`config.mk`:
```
export PLATFORM = sky130hd
export DESIGN_NAME = count_sequencer
export DESIGN_NICKNAME = d
export VERILOG_FILES = /design/src/rtl/counter_pkg.sv /design/src/rtl/tick_prescaler.sv /design/src/rtl/count_sequencer.sv
export SDC_FILE = /design/constraint.sdc
export NUM_CORES = 1
export LEC_CHECK = 0
export ABC_AREA = 1
export BUFFER_PORTS_ARGS = -buffer_cell sky130_fd_sc_hd__buf_4
export CAP_MARGIN = 20
export CORE_MARGIN = 5
export CORE_UTILIZATION = 45
export CTS_BUF_LIST = sky130_fd_sc_hd__clkbuf_4 sky130_fd_sc_hd__clkbuf_8
export DETAILED_ROUTE_END_ITERATION = 10
export PLACE_DENSITY = 0.64
export SLEW_MARGIN = 20
export SYNTH_ARGS = -nofsm -noshare
export SYNTH_HDL_FRONTEND = slang
export SYNTH_HIERARCHICAL = 1
export SYNTH_SLANG_ARGS = --single-unit
```
`constraint.sdc`:
```
create_clock -name i_clk -period 2.5 [get_ports i_clk]
set_clock_uncertainty 0.05 [all_clocks]
set_input_delay 0.5 -clock i_clk [delete_from_list [all_inputs] [get_ports i_clk]]
set_output_delay 0.5 -clock i_clk [all_outputs]
set_load 0.005 [all_outputs]
```
`src/rtl/counter_pkg.sv`:
```
// Shared definitions for the BCD counter, its sequencer and the display chain.
package counter_pkg;

   typedef enum logic [1:0] {
      ST_IDLE  = 2'b00,
      ST_RUN   = 2'b01,
      ST_PAUSE = 2'b10,
      ST_DONE  = 2'b11
   } state_e;

   localparam logic [15:0] BCD_MAX = 16'h9999;

   // True when every nibble of a 4-digit BCD word is in 0..9.
   function automatic logic bcd_valid(input logic [15:0] i_val);
      logic w_ok;
      w_ok = 1'b1;
      for (int i = 0; i < 4; i++) begin
         if (i_val[i*4 +: 4] > 4'd9) w_ok = 1'b0;
      end
      return w_ok;
   endfunction

endpackage

```
`src/rtl/tick_prescaler.sv`:
```
// Free-running divider: one-cycle tick every TICK_DIV enabled cycles; holds when disabled.
module tick_prescaler #(
   parameter int unsigned TICK_DIV = 5000000,
   parameter int unsigned DIV_W    = 23
) (
   input  logic i_clk,
   input  logic i_rst_a,
   input  logic i_en,
   input  logic i_sync_clr,
   output logic o_tick
);

   localparam logic [DIV_W-1:0] LAST = DIV_W'(TICK_DIV - 1);

   logic [DIV_W-1:0] r_cnt;

   assign o_tick = i_en && (r_cnt == LAST);

   always_ff @(posedge i_clk or negedge i_rst_a) begin
      if (!i_rst_a) begin
         r_cnt <= '0;
      end else if (i_sync_clr) begin
         r_cnt <= '0;
      end else if (i_en) begin
         r_cnt <= o_tick ? '0 : r_cnt + 1'b1;
      end
   end

endmodule

```
`src/rtl/count_sequencer.sv`:
```
// Auto-count controller: turns button pulses and prescaler ticks into one-cycle inc/clr
// strobes for the BCD counter, stopping or reloading at the terminal count.
module count_sequencer
   import counter_pkg::*;
#(
   parameter int unsigned TICK_DIV = 5000000,
   parameter int unsigned DIV_W    = 23
) (
   input  logic        i_clk,
   input  logic        i_rst_a,
   input  logic        i_btn_run,
   input  logic        i_btn_step,
   input  logic        i_btn_clear,
   input  logic        i_auto_reload,
   input  logic [15:0] i_target_bcd,
   input  logic [15:0] i_count_bcd,
   output logic        o_inc,
   output logic        o_clr,
   output logic        o_running,
   output logic        o_done,
   output logic [1:0]  o_state
);

   state_e      r_state, w_state_d;
   logic        r_inc, w_inc_d;
   logic        r_clr, w_clr_d;
   logic [15:0] w_eff_tgt;
   logic        w_at_tgt;
   logic        w_busy;
   logic        w_tick;
   logic        w_pre_en;
   logic        w_pre_clr;

   assign w_eff_tgt = bcd_valid(i_target_bcd) ? i_target_bcd : BCD_MAX;
   assign w_at_tgt  = (i_count_bcd == w_eff_tgt) || (i_count_bcd == BCD_MAX);
   // A strobe still in flight means count_bcd is one cycle stale.
   assign w_busy    = r_inc | r_clr;

   // Freeze on the pausing/clearing edge so PAUSE resumes from the exact count.
   assign w_pre_en  = (r_state == ST_RUN) && !i_btn_run && !i_btn_clear;
   assign w_pre_clr = i_btn_clear ||
                      (i_btn_run && ((r_state == ST_IDLE) || (r_state == ST_DONE)));

   tick_prescaler #(
      .TICK_DIV (TICK_DIV),
      .DIV_W    (DIV_W)
   ) u_prescaler (
      .i_clk      (i_clk),
      .i_rst_a    (i_rst_a),
      .i_en       (w_pre_en),
      .i_sync_clr (w_pre_clr),
      .o_tick     (w_tick)
   );

   always_comb begin
      w_state_d = r_state;
      w_inc_d   = 1'b0;
      w_clr_d   = 1'b0;
      if (i_btn_clear) begin
         w_clr_d   = 1'b1;
         w_state_d = ST_IDLE;
      end else begin
         case (r_state)
            ST_IDLE, ST_PAUSE: begin
               if (i_btn_run) begin
                  w_state_d = ST_RUN;
               end else if (i_btn_step && !w_at_tgt && !w_busy) begin
                  w_inc_d = 1'b1;
               end
            end
            ST_RUN: begin
               if (i_btn_run) begin
                  w_state_d = ST_PAUSE;
               end else if (w_tick) begin
                  if (!w_at_tgt)          w_inc_d   = 1'b1;
                  else if (i_auto_reload) w_clr_d   = 1'b1;
                  else                    w_state_d = ST_DONE;
               end
            end
            ST_DONE: begin
               if (i_btn_run) begin
                  w_clr_d   = 1'b1;
                  w_state_d = ST_RUN;
               end
            end
         endcase
      end
   end

   always_ff @(posedge i_clk or negedge i_rst_a) begin
      if (!i_rst_a) begin
         r_state <= ST_IDLE;
         r_inc   <= 1'b0;
         r_clr   <= 1'b0;
      end else begin
         r_state <= w_state_d;
         r_inc   <= w_inc_d;
         r_clr   <= w_clr_d;
      end
   end

   assign o_inc     = r_inc;
   assign o_clr     = r_clr;
   assign o_running = (r_state == ST_RUN);
   assign o_done    = (r_state == ST_DONE);
   assign o_state   = r_state;

endmodule

```
======== After elaboration in Yosys (flattened, before gate mapping) ========
Index checks and enable logic that the tools add are counted.
word-level totals
  register bits ........................... 27
  input port bits ......................... 38
  output and inout bits ................... 6
cells by class
  add/sub/neg operators ................... 1
  order comparisons ....................... 4
  equality and inequality tests ........... 10
  mux-type cells .......................... 29
  bitwise logic cells ..................... 1
  reduce and logical (&&, ||, !) cells .... 18
operators by type and width
  operator                 count
  $mux W23                 3
  $add A23 B1 Y23 const B  1
  $eq A23 B23 Y1 const B   1
  $eq A16 B16 Y1           1
  $eq A16 B16 Y1 const B   1
  $gt A4 B4 Y1 const B     4
  $mux W1                  16
  $mux W16                 1
  $mux W2                  6
  $ne A4 B3 Y1 const B     2
  $logic_and A1 B1 Y1      6
  $eq A2 B2 Y1 const B     2
  $logic_not A1 Y1         4
  $ne A4 B4 Y1 const B     1
  $pmux W1 S2              2
  $pmux W2 S2              1
  $reduce_and A4 Y1        1
  $logic_or A1 B1 Y1       3
  $ne A3 B1 Y1 const B     1
  $reduce_or A3 Y1         1
  $eq A2 B1 Y1 const B     1
  $logic_not A2 Y1         1
  $reduce_bool A2 Y1       1
  $reduce_or A2 Y1         1
  $or A1 B1 Y1             1

======== Depth between registers and ports, before layout ========
Gate-level depths: netlist of run 1.
  depth after elaboration ................. 15
  gate-level depth with buffers ........... 16
  depth with buffers taken out ............ 15

======== By module ========
Netlist of run 1, hierarchy kept.
by module, submodules not included
  module           instances  cells each  area each (µm²)  seq. area each (µm²)
  tick_prescaler   1          222         1486.4           575.6
  count_sequencer  1          161         823.3            100.1

======== Least setup slack after synthesis of run 1 ========
No wires, ideal clock.
  path type ............................... register to register
  start point ............................. register r_state[1] (netlist: o_state[1])
  end point ............................... register r_state[0] (netlist: o_state[0])
  setup time .............................. 0.117 ns
  data arrival time ....................... 1.850 ns
  required time ........................... 2.333 ns
  setup slack ............................. 0.484 ns
  cell stages (with the launch flop) ...... 14
  buffers on the path ..................... 0
  clock period less this slack ............ 2.016 ns
  cells stage by stage .................... dfrtp_1 inv_1 ha_1 inv_1 nor3_1 nand2_1 inv_1 nand2_1 nor4_1 inv_1 nor3_1 nand2_2 nand3_1 nand2_1
on the way
  word-level cells in the longest chain between the ends .. 6
  elaborated cells between the ends (all ways) .. 15
  classes of those cells .................. eq/ne: 7; mux: 2; reduce/logical: 6
RTL lines
  what                                line                   text
  start, declared                     count_sequencer.sv:24  state_e r_state, w_state_d;
  start signal, assigned              count_sequencer.sv:96  r_state <= w_state_d;
  $eq A2 B1 Y1                        n/a
  via o_running                       count_sequencer.sv:19  output logic o_running,
  $logic_and A1 B1 Y1 (2 in series)   count_sequencer.sv:40  assign w_pre_en = (r_state == ST_RUN) && !i_btn_run && !i_btn_clear;
  via w_pre_en                        count_sequencer.sv:31  logic w_pre_en;
  $logic_and A1 B1 Y1                 tick_prescaler.sv:17   assign o_tick = i_en && (r_cnt == LAST);
  via w_tick                          count_sequencer.sv:30  logic w_tick;
  $ne A4 B3 Y1 (no source line)       n/a
  $reduce_and A4 Y1 (no source line)  n/a
The timed path passes the listed nets, and every way through them passes these cells.
A chain may end at the register's enable or synchronous reset.

======== Final worst setup path of run 1 ========
  start point ............................. register r_state[0] (netlist: o_state[0])
  end point ............................... register r_state[1] (netlist: o_state[1])
on the way
  word-level cells in the longest chain between the ends .. 6
  elaborated cells between the ends (all ways) .. 15
  classes of those cells .................. eq/ne: 7; mux: 2; reduce/logical: 6
RTL lines
  what                                line
  $eq A2 B1 Y1                        count_sequencer.sv:40
  $logic_and A1 B1 Y1 (2 in series)   count_sequencer.sv:40
  via w_pre_en                        count_sequencer.sv:31
  $logic_and A1 B1 Y1                 tick_prescaler.sv:17
  via w_tick                          count_sequencer.sv:30
  $ne A4 B3 Y1 (no source line)       n/a
  $reduce_and A4 Y1 (no source line)  n/a
The timed path passes the listed nets, and every way through them passes these cells.

==> out/results.ini, run 1 <==
[worst_setup_path]
r2r-start = o_state[0]
crit_buf_inv = 3
ff2ff_setup_slack_ps = 320
cp-end-kind = flop
start_kind = flop
r2r_cells = 13
arrival_ps = 2340
criticalPathCategory = flop to flop
required_ps = 2660
cpPeakStageDelay_ps = 430
cp_top_family = simple AND/OR/NAND/NOR gates
path_cells = ha_1 > inv_1 > nor3_1 > nand2_1 > inv_1 > nand2_1 > nor4_2 > inv_1 > nor3_1 > nand2_2 > nand2_2 > nand2_1 > nand2_1
crit_end = o_state[1]
timing.rr.end = o_state[1]
crit_top_cell = nand2_1
critPathSlowestCell = dfrtp_1
critical_path.max_fanout = 5
cp.depth = 13
crit_start = o_state[0]

[finish]
nNetsFinal = 475
drive_gt1_frac = 0.165
diodes = 0
syn_to_final_growth_pct = 20.3

[floorplanning]
die_w_um = 81.6
start_util = 0.458
ios = 44
coreArea_um2 = 5040
fp.dieH_um = 81.6
die-area_um2 = 6670
num_rows = 26

[clock_tree]
clk_pin_slew_ps = 100
clockBufferDepth = 2
h-tree-depth = 1
cts_tree = yes
cts_setup_buffers = 0
tritoncts.num_buffers = 3
holdBufCountCts = 0
cts_resized = 0
cts_root_buffer = clkbuf_8
insertion_delay_ps = 280
cts_sinks = 27

[global_routing]
grt_overflow_total = 0
grtUsageMet3 = 0.0263
grt_start_max_net_pins = 28
grt_pass1_wl_mm = 10.0
gr-usage-met1 = 0.254
grt_pass1_vias = 2295
grt.met2_usage = 0.322
grt_antenna_before_repair = 0
track_usage = 0.189
busiest_layer = met2

[route]
drt-total-wl_mm = 5.87
ant_nets = 0
viasPerCell = 4.94
wl_per_cell_um = 11.7
drcViolationCount = 0
first_pass_iters = 5
initialDrtViolationCount = 126
vias = 2473

[sta]
whs_ps = 73.3
relSlewSlack = 0.693
finalWorstSetupSlack_ps = 324
fin_crit_ps = 2180
min_period_over_period = 0.871
fmax_mhz = 459
finalHoldViolations = 0
slew_viol_final = 0
finalSetupViolCount = 0
worstMarginPinSlew_ps = 459
rsz0062_at_grt = false
setup_tns_ps = 0

[yosys]
synth_seq_cells = 27
synth_cell_type_count = 26
synthCells = 383
syn_area_um2 = 2310
synth_simple_gate_area_frac = 0.493
synthAdderAreaFrac = 0.0271
yosysWarnings = 6
synth_compound_gate_area_share = 0.0515
synth_area_per_cell_um2 = 6.03
syn_nets = 426
synth_top_family_by_area = simple AND/OR/NAND/NOR gates
ys_seq_area_frac = 0.293
synth_mux_area_frac = 0
synthXorXnorAreaFrac = 0.0265

[status]
status = completed

[place]
dp_hpwl_mm = 4.80
numPortBuffers = 43
gp_congestion = 0.850
dp_worst_setup_slack_ps = 178

[power]
max-vdd-ir-drop_mv = 0.189
power_density_nw_per_um2 = 337
p_total_uw = 937
p_leak_nw = 1.35

[run]
maxCapViolations = 0

[worst_hold_path]
hold_class = input port to async pin

==> power by group <==
group          internal, mW  leakage [nW]  total (mW)  switching [mW]
Sequential            0.447         0.372       0.455         0.00802
Combinational        0.0952         0.961       0.224           0.129
Clock                 0.113        0.0217       0.258           0.145
Total                 0.655          1.35       0.937           0.282
==> sequential cells by signal, summed over array words and instances (netlist names) <==
register / flops
u_prescaler/r_cnt: 23
o_state: 2
o_clr: 1
o_inc: 1
==> cell type report <==
class	instances	area (µm²)
fillers	532	2260
repair buffers	48	360
clock inverters	1	7.51
multi-input cells	296	1400
clock buffers	3	41.3
flip-flops and latches	27	676
well taps	70	87.6
inverters	56	210
==> synthesized netlist by cell type <==
| library cell | n | area (µm²) |
|---|---|---|
| nand2_1 | 114 | 428 |
| nor2_1 | 69 | 259 |
| inv_1 | 55 | 206 |
| nand3_1 | 38 | 190 |
| dfrtp_1 | 27 | 676 |
| nor3_1 | 13 | 65.1 |
| a21oi_1 | 8 | 40.0 |
| nor4_1 | 7 | 43.8 |
| nand2_2 | 6 | 37.5 |
| o21ai_1 | 6 | 30.0 |
| ha_1 | 5 | 62.6 |
| o21ai_0 | 5 | 25.0 |
| nand4_1 | 4 | 25.0 |
| nor2_2 | 4 | 25.0 |
| xor2_1 | 4 | 35.0 |
| nand3b_1 | 3 | 22.5 |
| xnor2_1 | 3 | 26.3 |
| buf_2 | 2 | 10.0 |
| nor2_4 | 2 | 22.5 |
| o21bai_1 | 2 | 15.0 |
| buf_12 | 1 | 20.0 |
| buf_6 | 1 | 11.3 |
| inv_2 | 1 | 3.75 |
| nand2_4 | 1 | 11.3 |
| nand3_2 | 1 | 10.0 |
| o21ai_2 | 1 | 8.76 |
==> stage by stage <==
step | instances | instance area, µm² | utilization
detailed placement | 497 | 2720 | 0.539
CTS | 501 | 2770 | 0.548
finish | 501 | 2780 | 0.551
global route | 501 | 2780 | 0.551
floorplan | 383 | 2310 | -
global placement | 497 | 2720 | 0.539
==> worst min-delay path by stage <==
| stage | startpoint | endpoint | slack (ps) | cells after the start |
|---|---|---|---|---|
| 6_report | i_rst_a | u_prescaler/r_cnt[21] | 70 | 1 |
| 2_1_floorplan | i_rst_a | o_clr | 150 | 0 |
| 4_1_cts | i_rst_a | u_prescaler/r_cnt[14] | 70 | 1 |
| 5_1_grt | i_rst_a | u_prescaler/r_cnt[14] | 80 | 1 |
| 3_3_place_gp | i_rst_a | o_clr | 390 | 1 |
| 3_5_place_dp | i_rst_a | u_prescaler/r_cnt[22] | 390 | 1 |
==> kinds of logic after synthesis <==
kind of cell,after synthesis
flops,27
compound gates,22
fa+ha+maj,5
simple gates,262
buf+inv,60
xor+xnor,7
==> per-layer routing <==
metal	up-vias	share of wire
met4	0	0.0056
met1	1131	0.48
li1	1298	-
met3	2	0.043
met5	-	0
met2	42	0.48
==> cells in the final DEF, fill, tap and decap left out, types with 4 or more instances in the layout <==
cell and n:
inv_1 55, nor4_1 6, nand4_1 4, ha_1 5
nor2_2 5, nor3_1 12, nand3_1 38, o21ai_1 6
nor2_1 68, buf_4 48, dfrtp_1 27, xor2_1 4
a21oi_1 8, o21ai_0 5, nand2_2 6, nand2_1 114
(Power assumes the default switching activity.)
==> inputs of run 2 (changes only) <==
==> constraint.sdc (replaced) <==
create_clock -name i_clk -period 2.2 [get_ports i_clk]
set_clock_uncertainty 0.05 [all_clocks]
set_input_delay 0.44 -clock i_clk [delete_from_list [all_inputs] [get_ports i_clk]]
set_output_delay 0.44 -clock i_clk [all_outputs]
set_load 0.005 [all_outputs]
==> run 2 against run 1 <==
  * Final area grew 1.7%
  * Flip-flop and latch count unchanged
  * Worst hold slack lost 60 ps
  * Core utilization up 0.92 points
  * Register-to-register slack worse by 120 ps
  * Largest power group unchanged
  * Clock power grew 14%
==> out/results.ini, run 2 (same netlist as run 1, synthesis figures left out) <==
[floorplanning]
ios = 44
die_w_um = 81.6
die-area_um2 = 6670
coreArea_um2 = 5040
start_util = 0.458
num_rows = 26
fp.dieH_um = 81.6

[place]
dp_hpwl_mm = 4.70
gp_congestion = 0.901
placed_area_um2 = 2750
dp_cells = 500
dp_worst_setup_slack_ps = 8.88
numPortBuffers = 43

[global_routing]
grt_pass1_vias = 2289
grt.met2_usage = 0.323
grt_antenna_before_repair = 0
gr-usage-met1 = 0.257
track_usage = 0.191
grt_start_max_net_pins = 28
busiest_layer = met2
grtUsageMet3 = 0.0186
grt_overflow_total = 0
grt_pass1_wl_mm = 10.1

[finish]
largest_reg_flops = 23
syn_to_final_growth_pct = 22.3
nNetsFinal = 478
fin_area_um2 = 2830
top_register = u_prescaler/r_cnt
layout_common_cells = 114 x nand2_1, 69 x nor2_1, 55 x inv_1
drive_gt1_frac = 0.175
mostFrequentLayoutCell = nand2_1
diodes = 0
layout.cells.non_filler = 504

[sta]
rsz0062_at_grt = false
relSlewSlack = 0.756
finalHoldViolations = 0
fmax_mhz = 500
worstMarginPinSlew_ps = 364
setup_tns_ps = 0
min_period_over_period = 0.908
fin_crit_ps = 2000
slew_viol_final = 0
finalSetupViolCount = 0
finalWorstSetupSlack_ps = 202

[worst_setup_path]
cp-end-kind = flop
criticalPathCategory = flop to flop
required_ps = 2360
critical_path.max_fanout = 8
start_kind = flop
arrival_ps = 2160

[route]
drt-total-wl_mm = 5.73
vias = 2453
ant_nets = 0
first_pass_iters = 4
drcViolationCount = 0
initialDrtViolationCount = 107
wl_per_cell_um = 11.4
viasPerCell = 4.87

[power]
p_leak_nw = 1.38
p_total_mw = 1.08
power_density_nw_per_um2 = 383
max-vdd-ir-drop_mv = 0.279

[clock_tree]
clockBufferDepth = 2
cts_resized = 0
holdBufCountCts = 0
cts_sinks = 27
insertion_delay_ps = 280
cts_root_buffer = clkbuf_8
cts_setup_buffers = 0
tritoncts.num_buffers = 3
clk_pin_slew_ps = 90
h-tree-depth = 1
cts_tree = yes

[status]
status = completed

[worst_hold_path]
hold_class = input port to async pin

[run]
maxCapViolations = 0

## run 2: layer usage
layer / wire (µm) / vias to the layer above / part of all wire
met5: 0 / - / 0
met4: 116 / 0 / 0.020
met3: 255 / 8 / 0.045
met2: 2610 / 50 / 0.46
met1: 2740 / 1095 / 0.48
li1: - / 1300 / -
## run 2: report_power, final
| group | switching (mW) | internal [mW] |
|---|---|---|
| Combinational | 0.151 | 0.119 |
| Sequential | 0.00950 | 0.508 |
| Clock | 0.166 | 0.129 |
## run 2: worst paths after layout
kind,slack (ps),depth (start not counted),startpoint,end
worst min register to register,510,2,u_prescaler/r_cnt[22],u_prescaler/r_cnt[22]
max in group asynchronous,1820,1,i_rst_a,u_prescaler/r_cnt[11]
worst min-delay path,10,1,i_rst_a,u_prescaler/r_cnt[22]
worst max-delay path,200,9,o_state[0],u_prescaler/r_cnt[2]
min in group i_clk,390,3,i_auto_reload,o_clr
worst max register to register,200,9,o_state[0],u_prescaler/r_cnt[2]
## run 2: worst max-delay path, cell delays in order (launching register included)
cell and delay [ps]:
dfrtp_1 420, inv_1 90, ha_1 300, o21bai_2 200
nor2_1 120, buf_4 180, inv_1 230, nand2_1 100
xor2_1 150, nor2_1 100
## run 2: layout make-up
type,count,area (µm²)
Clock inverter,1,7.51
Tap cell,70,87.6
Fill cell,528,2220
Inverter,56,210
Clock buffer,3,41.3
Sequential cell,27,676
Timing Repair Buffer,51,395
Multi-Input combinational cell,296,1410
## run 2: per-stage QoR
stage	hold WS (ps)	utilization
6_report	13.8	0.560
5_1_grt	31.8	0.560
4_1_cts	16.5	0.555
3_5_place_dp	334	0.546
3_3_place_gp	328	0.546
2_1_floorplan	94.4	-
==> inputs of run 3 (changes only) <==
--- a/config.mk
+++ b/config.mk
@@ -8,6 +8,7 @@
 export ABC_AREA = 1
 export BUFFER_PORTS_ARGS = -buffer_cell sky130_fd_sc_hd__buf_4
 export CAP_MARGIN = 20
+export CORE_ASPECT_RATIO = 0.75
 export CORE_MARGIN = 5
 export CORE_UTILIZATION = 45
 export CTS_BUF_LIST = sky130_fd_sc_hd__clkbuf_4 sky130_fd_sc_hd__clkbuf_8
==> run 3 against run 2 <==
  * Clock-buffer cell count did not move
  * Sequential power barely moved
  * Critical path depth did not move
  * Clock power barely moved
  * Critical endpoint is now u_prescaler/r_cnt[14]
  * Largest power group unchanged
==> out/results.ini, run 3 (same netlist as run 1, synthesis figures left out) <==
[power]
seqPwrFrac = 0.480
internal_power_uw = 754
switching_share = 0.304
clkPwrFrac = 0.269
power_density_nw_per_um2 = 385
combPwrFrac = 0.251
max-vdd-ir-drop_mv = 0.297
p_sw_uw = 329
p_leak_nw = 1.37

[clock_tree]
insertion_delay_ps = 280
cts_sinks = 27
h-tree-depth = 1
cts_setup_buffers = 0
clockBufferDepth = 2
cts_root_buffer = clkbuf_8
tritoncts.num_buffers = 3
cts_tree = yes
clk_pin_slew_ps = 100

[place]
numPortBuffers = 43
gp_congestion = 0.883
dp_hpwl_mm = 4.97
dp_cells = 489

[finish]
mostFrequentLayoutCell = nand2_1
diodes = 0
fill_cells = 496
top_register = u_prescaler/r_cnt
final_util = 0.571
nNetsFinal = 477
drive_gt1_frac = 0.178
syn_to_final_growth_pct = 21.9
largest_reg_flops = 23
layout.cells.non_filler = 493
layout_common_cells = 113 x nand2_1, 69 x nor2_1, 55 x inv_1

[worst_setup_path]
start_kind = flop
timing.rr.end = u_prescaler/r_cnt[14]
critPathSlowestCell = dfrtp_2
arrival_ps = 2190
critical_path.max_fanout = 8
cpPeakStageDelay_ps = 430
r2r-start = o_state[0]
crit_end = u_prescaler/r_cnt[14]
path_cells = inv_1 > ha_1 > o21bai_2 > nor2_1 > buf_4 > inv_1 > nand2_1 > xor2_1 > nor2_1
ff2ff_setup_slack_ps = 170
r2r_cells = 9
cp-end-kind = flop
required_ps = 2360
criticalPathCategory = flop to flop
crit_start = o_state[0]

[worst_hold_path]
hold_class = input port to async pin

[sta]
fmax_mhz = 493
fin_crit_ps = 2030
rsz0062_at_grt = false
setup_tns_ps = 0
finalHoldViolations = 0
finalSetupViolCount = 0
relSlewSlack = 0.714
slew_viol_final = 0
min_period_over_period = 0.922
whs_ps = 11.2
worstMarginPinSlew_ps = 425

[status]
status = completed

[global_routing]
grt_antenna_before_repair = 0
grt_pass1_wl_mm = 10.1
grt_overflow_total = 0
track_usage = 0.187
grt_start_max_net_pins = 28
grt_pass1_vias = 2121

[floorplanning]
die_w_um = 92.7
start_util = 0.469
num_rows = 22
fp.dieH_um = 72.0
ios = 44
die-area_um2 = 6680
coreArea_um2 = 4930

[run]
maxCapViolations = 0

[route]
wl_per_cell_um = 12.4
drcViolationCount = 0
initialDrtViolationCount = 162
ant_nets = 0
vias = 2423
viasPerCell = 4.91
drt-total-wl_mm = 6.10
first_pass_iters = 6

-- run 3: what timing repair did --
action,CTS,global route
endpoints found under the setup margin,4,12
resized for setup,1,7
pin swaps,0,1
hold buffers,0,0
-- run 3: final cells by class --
cell class / count / area [µm²] / area share
multi-input cells: 296 / 1420 / 0.503
flip-flops and latches: 27 / 677 / 0.240
repair buffers: 50 / 388 / 0.138
inverters: 56 / 210 / 0.0747
well taps: 60 / 75.1 / 0.0267
clock buffers: 3 / 41.3 / 0.0147
clock inverters: 1 / 7.51 / 0.00267
-- run 3: worst min-delay path by stage --
stage / cells after the start / slack (ps) / end
6_report: 1 / 10 / u_prescaler/r_cnt[6]
5_1_grt: 1 / 40 / u_prescaler/r_cnt[12]
4_1_cts: 1 / 20 / u_prescaler/r_cnt[10]
3_5_place_dp: 1 / 330 / u_prescaler/r_cnt[13]
3_3_place_gp: 1 / 330 / u_prescaler/r_cnt[14]
2_1_floorplan: 0 / 90 / o_clr
-- run 3: routing by layer --
metal | global-route usage | vias up | share of wire
met5 | 0 | - | 0
met4 | 0.0146 | 0 | 0.0021
met3 | 0.0321 | 2 | 0.074
met2 | 0.268 | 73 | 0.40
met1 | 0.301 | 1051 | 0.52
li1 | - | 1297 | -
-- run 3: stage by stage --
stage               power (mW)  worst slack (ps)  area [µm²]
finish                    1.08               171        2820
global route              1.15              11.3        2820
CTS                       1.09             -5.83        2790
detailed placement       0.794             -59.9        2730
global placement         0.793             -38.3        2730
floorplan                0.661               184        2310
-- run 3: power by group through the flow --
stage          clock [mW]  sequential [mW]  combinational [mW]
5_1_grt             0.325            0.521               0.305
2_1_floorplan           0            0.527               0.134
6_report            0.292            0.520               0.272
3_5_place_dp            0            0.528               0.265
3_3_place_gp            0            0.528               0.264
4_1_cts             0.305            0.519               0.267
-- run 3: worst max-delay path, delay by kind of cell, from the launching register on --
family	cells	cell delay, ps
fa+ha+maj	1	310
buf+inv	3	470
simple gates	3	340
compound gates	1	200
flops	1	430
xor+xnor	1	160
